==> src/rtl/keyboard_scan.sv <==
// 4x4 matrix keyboard scanner: column drive, per-frame first-key detection,
// press/release debounce and a one-cycle strobe on each confirmed press.
`timescale 1ns/1ps
module keyboard_scan #(
  parameter int unsigned SCAN_DIV   = 100_000,
  parameter int unsigned DEB_FRAMES = 5
) (
  input  logic       sys_clk,
  input  logic       sys_rst_n,
  input  logic [3:0] key_row,
  output logic [3:0] key_col,
  output logic       IsPressed,
  output logic [3:0] keyboard_data,
  output logic       key_pulse
);

  localparam int unsigned    SlotW    = (SCAN_DIV > 1) ? $clog2(SCAN_DIV) : 1;
  localparam logic [SlotW-1:0] SlotLast = SlotW'(SCAN_DIV - 1);
  localparam logic [3:0]     DebLast  = 4'(DEB_FRAMES);

  typedef enum logic [1:0] {StIdle, StDebPress, StHeld, StDebRel} state_e;

  logic [3:0]       row_s1_q, row_s2_q;
  logic [SlotW-1:0] slot_q, slot_d;
  logic [1:0]       col_q, col_d;
  logic             found_q, found_d;
  logic [3:0]       code_q, code_d;
  state_e           state_q, state_d;
  logic [3:0]       cand_q, cand_d;
  logic [3:0]       cnt_q, cnt_d;
  logic [3:0]       data_q, data_d;
  logic             pressed_q, pressed_d;
  logic             pulse_q, pulse_d;

  logic       sample, frame_end, hit, frame_found, det_found;
  logic [1:0] hit_row;
  logic [3:0] det_code, cnt_inc;

  function automatic logic [3:0] key_code(input logic [1:0] r, input logic [1:0] c);
    logic [3:0] code;
    unique case ({r, c})
      4'b0000: code = 4'h1;
      4'b0001: code = 4'h2;
      4'b0010: code = 4'h3;
      4'b0011: code = 4'hA;
      4'b0100: code = 4'h4;
      4'b0101: code = 4'h5;
      4'b0110: code = 4'h6;
      4'b0111: code = 4'hB;
      4'b1000: code = 4'h7;
      4'b1001: code = 4'h8;
      4'b1010: code = 4'h9;
      4'b1011: code = 4'hC;
      4'b1100: code = 4'hE;
      4'b1101: code = 4'h0;
      4'b1110: code = 4'hF;
      default: code = 4'hD;
    endcase
    return code;
  endfunction

  always_comb begin
    sample    = (slot_q == SlotLast);
    frame_end = sample && (col_q == 2'd3);
    slot_d    = sample ? '0 : slot_q + 1'b1;
    col_d     = sample ? col_q + 2'd1 : col_q;

    hit = ~&row_s2_q;
    if (!row_s2_q[0])      hit_row = 2'd0;
    else if (!row_s2_q[1]) hit_row = 2'd1;
    else if (!row_s2_q[2]) hit_row = 2'd2;
    else                   hit_row = 2'd3;

    // Column 0 opens a new frame, so any earlier find is stale there.
    frame_found = found_q && (col_q != 2'd0);
    det_found   = frame_found || hit;
    det_code    = frame_found ? code_q : key_code(hit_row, col_q);

    found_d = found_q;
    code_d  = code_q;
    if (sample) begin
      found_d = det_found;
      code_d  = det_code;
    end
  end

  always_comb begin
    state_d   = state_q;
    cand_d    = cand_q;
    cnt_d     = cnt_q;
    data_d    = data_q;
    pressed_d = pressed_q;
    pulse_d   = 1'b0;
    cnt_inc   = (cnt_q == 4'hF) ? cnt_q : cnt_q + 4'd1;

    if (frame_end) begin
      unique case (state_q)
        StIdle: begin
          if (det_found) begin
            state_d = StDebPress;
            cand_d  = det_code;
            cnt_d   = 4'd1;
          end
        end
        StDebPress: begin
          if (!det_found) begin
            state_d = StIdle;
          end else if (det_code != cand_q) begin
            cand_d = det_code;
            cnt_d  = 4'd1;
          end else begin
            cnt_d = cnt_inc;
            if (cnt_inc >= DebLast) begin
              state_d   = StHeld;
              data_d    = cand_q;
              pressed_d = 1'b1;
              pulse_d   = 1'b1;
            end
          end
        end
        StHeld: begin
          if (!det_found) begin
            state_d = StDebRel;
            cnt_d   = 4'd1;
          end
        end
        default: begin
          if (det_found) begin
            state_d = StHeld;
          end else begin
            cnt_d = cnt_inc;
            if (cnt_inc >= DebLast) begin
              state_d   = StIdle;
              pressed_d = 1'b0;
            end
          end
        end
      endcase
    end
  end

  always_ff @(posedge sys_clk or negedge sys_rst_n) begin
    if (!sys_rst_n) begin
      row_s1_q  <= 4'hF;
      row_s2_q  <= 4'hF;
      slot_q    <= '0;
      col_q     <= 2'd0;
      found_q   <= 1'b0;
      code_q    <= 4'h0;
      state_q   <= StIdle;
      cand_q    <= 4'h0;
      cnt_q     <= 4'd0;
      data_q    <= 4'h0;
      pressed_q <= 1'b0;
      pulse_q   <= 1'b0;
    end else begin
      row_s1_q  <= key_row;
      row_s2_q  <= row_s1_q;
      slot_q    <= slot_d;
      col_q     <= col_d;
      found_q   <= found_d;
      code_q    <= code_d;
      state_q   <= state_d;
      cand_q    <= cand_d;
      cnt_q     <= cnt_d;
      data_q    <= data_d;
      pressed_q <= pressed_d;
      pulse_q   <= pulse_d;
    end
  end

  assign key_col       = ~(4'b0001 << col_q);
  assign IsPressed     = pressed_q;
  assign keyboard_data = data_q;
  assign key_pulse     = pulse_q;

endmodule

==> config.mk <==
export PLATFORM = sky130hd
export DESIGN_NAME = keyboard_scan
export DESIGN_NICKNAME = d
export VERILOG_FILES = /design/src/rtl/keyboard_scan.sv
export SDC_FILE = /design/constraint.sdc
export NUM_CORES = 1
export LEC_CHECK = 0
export ABC_CLOCK_PERIOD_IN_PS = 3200
export BUFFER_PORTS_ARGS = -buffer_cell sky130_fd_sc_hd__buf_2
export CORE_MARGIN = 2
export CORE_UTILIZATION = 50
export DETAILED_ROUTE_END_ITERATION = 10
export HOLD_SLACK_MARGIN = 0.08
export PLACE_DENSITY = 0.69
export SYNTH_ARGS = -nofsm -noshare
export SYNTH_HDL_FRONTEND = slang
export SYNTH_SLANG_ARGS = --single-unit
==> constraint.sdc <==
create_clock -name sys_clk -period 3.2 [get_ports sys_clk]
set_input_delay 0.64 -clock sys_clk [delete_from_list [all_inputs] [get_ports sys_clk]]
set_output_delay 0.64 -clock sys_clk [all_outputs]
set_load 0.1 [all_outputs]
==> impl_metrics.yaml, run 1 <==
status:
  status: "finished clean"
synth:
  syn_area_um2: 2580
  synth-seq-cells: 48
  yosysTopAreaCell: "dfrtp_1"
  yosysTopAreaCellShare_pct: 38.9
  synth.distinct_cells: 50
  synth_cells: 244
  async_flop_share_pct: 100
  synth-edff-count: 0
  synth.avg_cell_area_um2: 10.6
  synth_area_leaders: "dfrtp_1 39%, dfstp_2 8.2%, ha_1 6.8%"
  synth_fp_nets: 264
  synth_warnings: 0
  dominantRegCellSynth: "dfrtp_1"
  synth-seq-area-share_pct: 47.0
finish:
  drive_gt1_share_pct: 20.4
  multiInputGateArea_um2: 1290
  most-common-layout-cells: "40 x dfrtp_1, 20 x nand2_1, 18 x nor2_1, 15 x buf_2"
  final_util_pct: 57.5
  ff_latch_area_um2: 1210
  finish.instance_area_um2: 2900
  layout.nets: 284
  final_common_cell: "dfrtp_1"
  final_cells: 335
  synthToLayoutAreaGrowth_pct: 12.6
  diodes: 0
  nFillCells: 465
setup_path:
  reg2reg_slack_ps: 210
  cp_top_family: "simple AND/OR/NAND/NOR gates"
  cpMaxStageDelayCell: "or4b_4"
  cp.required_ps: 3390
  worstSetupPathType: "reg -> reg"
  cp-start-kind: "register"
  crit_path_max_incr_delay_ps: 520
  path_buf_inv: 1
  path_max_fanout: 8
  end_kind: "register"
  crit_chain: "inv_1 > ha_1 > nor2b_1 > nand2_1 > and4_1 > or4b_4 > and4bb_4 > or2_2 > mux2_2"
  worstPathArrival_ps: 3180
timing:
  tns_ps: 0
  hold_viol: 0
  tightestPinTransition_ps: 1040
  setup_viol: 0
  period_share_pct: 93.4
  setup_ws_ps: 210
  min_period_ps: 2990
  skew_ps: 5.46
  whs_ps: 359
  max_slew_margin_pct: 30.7
  maxSlewViolCount: 0
  rsz0062_at_grt: "no"
  fmax_mhz: 334
clock_tree:
  htree_levels: 2
  cts_hold_buf: 0
  cts_buffer_depth: 2
  cts_post_setup_buffers_inserted: 0
  cts_root_buf: "clkbuf_8"
  cts_tree: "built"
  worstSkewPairLatency_ps: 300
  clk_pin_slew_ps: 80
  cts_resized: 0
  cts.sinks: 48
  cts_buffers: 5
die:
  initial_core_util_pct: 51.1
  core_area_um2: 5040
  pin_count: 16
  num_rows: 26
  design.die.area_um2: 5740
  dieWidth_um: 75.8
  die_height_um: 75.8
place:
  dpl-instance-area_um2: 2740
  placed_cells: 327
  place.gp.congestion: 0.815
  place.port_buffers: 15
  dp_slack_ps: 208
  dpl.hpwl_mm: 3.38
min_path:
  hold_class: "reg -> reg"
routing:
  wl_per_cell_um: 13.7
  detail-route-antenna-nets: 0
  drt_pre_antenna_iters: 4
  first_iter_violations: 114
  drc: 0
  viasPerCell: 5.38
  routed_wl_mm: 4.61
  via_count: 1802
flow_run:
  max_cap_violations: 0
pwr:
  p_leak_nw: 1.31
  finalPower_mw: 1.24
  p_per_area_nw_per_um2: 429
  ir_worst_vdd_mv: 0.334
global_routing:
  antenna_found_initial: 0
  grt_pass1_wl_mm: 8.09
  grt_pass1_vias: 1792
  grt-ovfl-total: 0
  grt_use_total_pct: 18.6
  grt_max_degree: 49
-- layer usage --
metal	global-route usage (%)	vias to the layer above	share of wire, %
met1	25.2	867	48
li1	-	901	-
met3	4.10	8	3.0
met5	0	-	0
met2	29.7	26	47
met4	6.24	0	1.6
-- worst reg2reg max path, stage by stage, from the launching register on --
cell and delay (ps):
dfrtp_1 350, inv_1 90, ha_1 220, nor2b_1 420
nand2_1 160, and4_1 230, or4b_4 520, and4bb_4 410
or2_2 150, mux2_2 330
-- final cells by class --
type                       instances  share of cell area [%]
multi-input combinational        176                    44.3
sequential                        48                    41.7
timing repair buffer              19                    3.62
clock inverter                     3                    3.10
tap                               70                    3.02
clock buffer                       5                    2.37
inverter                          14                    1.81
-- where the power goes --
group / total, mW / switching (mW) / internal, mW / leakage [nW]
clock network: 0.590 / 0.200 / 0.390 / 0.0784
logic: 0.0331 / 0.0225 / 0.0106 / 0.607
registers: 0.620 / 0.00465 / 0.615 / 0.629
-- worst paths after layout --
kind	startpoint	end	cells after the start
max in group asynchronous	sys_rst_n	slot_q[9]$_DFF_PN0_	1
worst max register to register	col_q[1]$_DFFE_PN0N_	cand_q[3]$_DFFE_PN0P_	9
worst max-delay path	col_q[1]$_DFFE_PN0N_	cand_q[3]$_DFFE_PN0P_	9
min in group asynchronous	sys_rst_n	col_q[1]$_DFFE_PN0N_	1
worst min register to register	row_s1_q[1]$_DFF_PN1_	row_s2_q[1]$_DFF_PN1_	0
worst min-delay path	row_s1_q[1]$_DFF_PN1_	row_s2_q[1]$_DFF_PN1_	0
-- sequential cells by signal, indices dropped and copies added, names as in the netlist, named ones only --
name           count
key_pulse          1
col_q              2
found_q            1
code_q             4
row_s2_q           4
cnt_q              4
row_s1_q           4
IsPressed          1
keyboard_data      4
cand_q             4
slot_q            17
state_q            1
-- cell usage after synthesis, drive strengths merged (3+ instances only) --
cell,count
inv,14
nor3,7
buf,3
xnor2,8
ha,14
o21ai,7
mux2i,4
nor2,18
xor2,8
mux2,13
nor2b,5
clkbuf,3
nand3,15
or3,3
and4,3
nand4,4
dfstp,8
and3,5
nand2b,4
nand2,20
dfrtp,40
a21oi,7
-- logic make-up (layout without fill, tap and decap cells) --
group	Yosys count	count (layout)	synth area share, %
multiplexers	17	17	7.82
adder cells (fa/ha/maj)	14	14	6.80
AO/OA/AOI/OAI	33	33	9.08
flip-flops	48	48	47.0
buffers and inverters	20	41	3.25
AND/OR/NAND/NOR	96	96	20.6
XOR/XNOR	16	16	5.44
(Power assumes the default switching activity.)
==> run 2: changes to the inputs <==
--- a/config.mk
+++ b/config.mk
@@ -12,6 +12,7 @@
 export DETAILED_ROUTE_END_ITERATION = 10
 export HOLD_SLACK_MARGIN = 0.08
 export PLACE_DENSITY = 0.69
+export SETUP_SLACK_MARGIN = 0.1
 export SYNTH_ARGS = -nofsm -noshare
 export SYNTH_HDL_FRONTEND = slang
 export SYNTH_SLANG_ARGS = --single-unit
==> constraint.sdc (replaced) <==
create_clock -name sys_clk -period 3.2 [get_ports sys_clk]
set_input_delay 0.8 -clock sys_clk [delete_from_list [all_inputs] [get_ports sys_clk]]
set_output_delay 0.8 -clock sys_clk [all_outputs]
set_load 0.1 [all_outputs]
==> run 2 against run 1 <==
Against the previous run:
- worst setup slack gained 100 ps
- non-clock buffer count grew 1
- design area shrank 2.3%
- register-to-register slack gained 100 ps
- global-route usage grew 0.59 points
- critical endpoint is now cand_q[2]$_DFFE_PN0P_
==> impl_metrics.yaml, run 2 (synthesis results as in run 1) <==
status:
  status: "finished clean"
finish:
  top_register: "slot_q"
  diodes: 0
  final_cells: 336
  layout.nets: 285
  final_util_pct: 56.2
  multiInputGateArea_um2: 1290
  drive_gt1_share_pct: 20.3
  largest_register_ffs: 17
  finish.instance_area_um2: 2830
  synthToLayoutAreaGrowth_pct: 10.0
  final_common_cell: "dfrtp_1"
  nFillCells: 466
  ff_latch_area_um2: 1210
  most-common-layout-cells: "40 x dfrtp_1, 20 x nand2_1, 18 x nor2_1, 15 x buf_2"
timing:
  period_share_pct: 90.3
  tightestPinTransition_ps: 613
  rsz0062_at_grt: "no"
  hold_viol: 0
  min_period_ps: 2890
  whs_ps: 357
  setup_viol: 0
  max_slew_margin_pct: 59.1
  skew_ps: 6.27
  maxSlewViolCount: 0
  tns_ps: 0
  fmax_mhz: 346
routing:
  wl_per_cell_um: 14.0
  dr.max_layer_used: "met4"
  via_count: 1831
  routed_wl_mm: 4.72
  detail-route-antenna-nets: 0
  first_iter_violations: 100
  viasPerCell: 5.45
  drc: 0
  wl_met1_mm: 2.25
  wl_met2_mm: 2.21
  drt_pre_antenna_iters: 4
  met3_length_um: 170
setup_path:
  cp_top_family: "simple AND/OR/NAND/NOR gates"
  crit_chain: "inv_1 > ha_1 > nand2b_1 > o211ai_1 > and4_1 > or4b_4 > and4bb_4 > or2_2 > mux2_2"
  path_max_fanout: 6
  crit_path_max_incr_delay_ps: 520
  worstPathArrival_ps: 3070
  cp.required_ps: 3390
  cpMaxStageDelayCell: "or4b_4"
  worstSetupPathType: "reg -> reg"
  cp-start-kind: "register"
  end_kind: "register"
  path_buf_inv: 1
clock_tree:
  cts_root_buf: "clkbuf_8"
  htree_levels: 2
  cts_buffer_depth: 2
  cts_tree: "built"
  cts_buffers: 5
  worstSkewPairLatency_ps: 300
  cts.sinks: 48
  cts_hold_buf: 0
  clk_pin_slew_ps: 80
global_routing:
  grt_pass1_wl_mm: 8.22
  grt_use_total_pct: 19.2
  grt_pass1_vias: 1783
  grt_max_degree: 29
  antenna_found_initial: 0
  grt-ovfl-total: 0
place:
  place.gp.congestion: 0.822
  dpl.hpwl_mm: 3.54
  placed_cells: 328
  dpl-instance-area_um2: 2750
  place.port_buffers: 15
pwr:
  p_per_area_nw_per_um2: 351
  ir_worst_vdd_mv: 0.253
  p_leak_nw: 1.28
die:
  die_height_um: 75.8
  initial_core_util_pct: 51.1
  core_area_um2: 5040
  dieWidth_um: 75.8
  design.die.area_um2: 5740
  num_rows: 26
  pin_count: 16
flow_run:
  max_cap_violations: 0
min_path:
  hold_class: "reg -> reg"
==> run 2: final cells by class <==
| type | instances | share of cell area [%] |
|---|---|---|
| multi-input cells | 176 | 45.5 |
| clock inverters | 1 | 0.177 |
| flip-flops and latches | 48 | 42.7 |
| inverters | 14 | 1.85 |
| well taps | 70 | 3.09 |
| clock buffers | 7 | 2.69 |
| repair buffers | 20 | 3.97 |
==> run 2: worst paths after layout <==
check / startpoint / end / slack [ps] / cells past startpoint
worst max-delay path: col_q[1]$_DFFE_PN0N_ / cand_q[2]$_DFFE_PN0P_ / 310 / 9
worst min-delay path: row_s1_q[2]$_DFF_PN1_ / row_s2_q[2]$_DFF_PN1_ / 360 / 0
worst max register to register: col_q[1]$_DFFE_PN0N_ / cand_q[2]$_DFFE_PN0P_ / 310 / 9
worst min register to register: row_s1_q[2]$_DFF_PN1_ / row_s2_q[2]$_DFF_PN1_ / 360 / 0
max in group asynchronous: sys_rst_n / row_s2_q[3]$_DFF_PN1_ / 1930 / 2
min in group asynchronous: sys_rst_n / slot_q[0]$_DFF_PN0_ / 510 / 1
==> run 2: per-stage QoR <==
step / power [mW] / setup slack [ps]
6_report: 0.994 / 312
5_1_grt: 1.04 / 180
4_1_cts: 1.01 / 158
3_5_place_dp: 0.667 / 175
3_3_place_gp: 0.666 / 328
2_1_floorplan: 0.647 / 358
==> run 2: per-layer routing <==
layer | vias up | track usage (%)
met3 | 10 | 4.89
met1 | 886 | 25.5
met2 | 30 | 30.4
li1 | 905 | -
met5 | - | 0
met4 | 0 | 7.02
==> run 2: repair_timing <==
| action | in CTS | in global routing |
|---|---|---|
| gates resized for setup | 0 | 1 |
| buffers inserted | 0 | 0 |
| setup endpoints to repair | 0 | 6 |
==> run 2: worst register-to-register path: cells and delay by family (launching register included) <==
kind	cells	cell delay, ps
AO/OA/AOI/OAI	1	170
adder cells (fa/ha/maj)	1	240
buffers and inverters	1	140
flip-flops	1	390
multiplexers	1	330
AND/OR/NAND/NOR	5	1520
==> run 2: where the power goes <==
part	internal (mW)	switching, mW	total (mW)
logic	0.0114	0.0230	0.0343
clock network	0.153	0.187	0.340
registers	0.615	0.00463	0.620
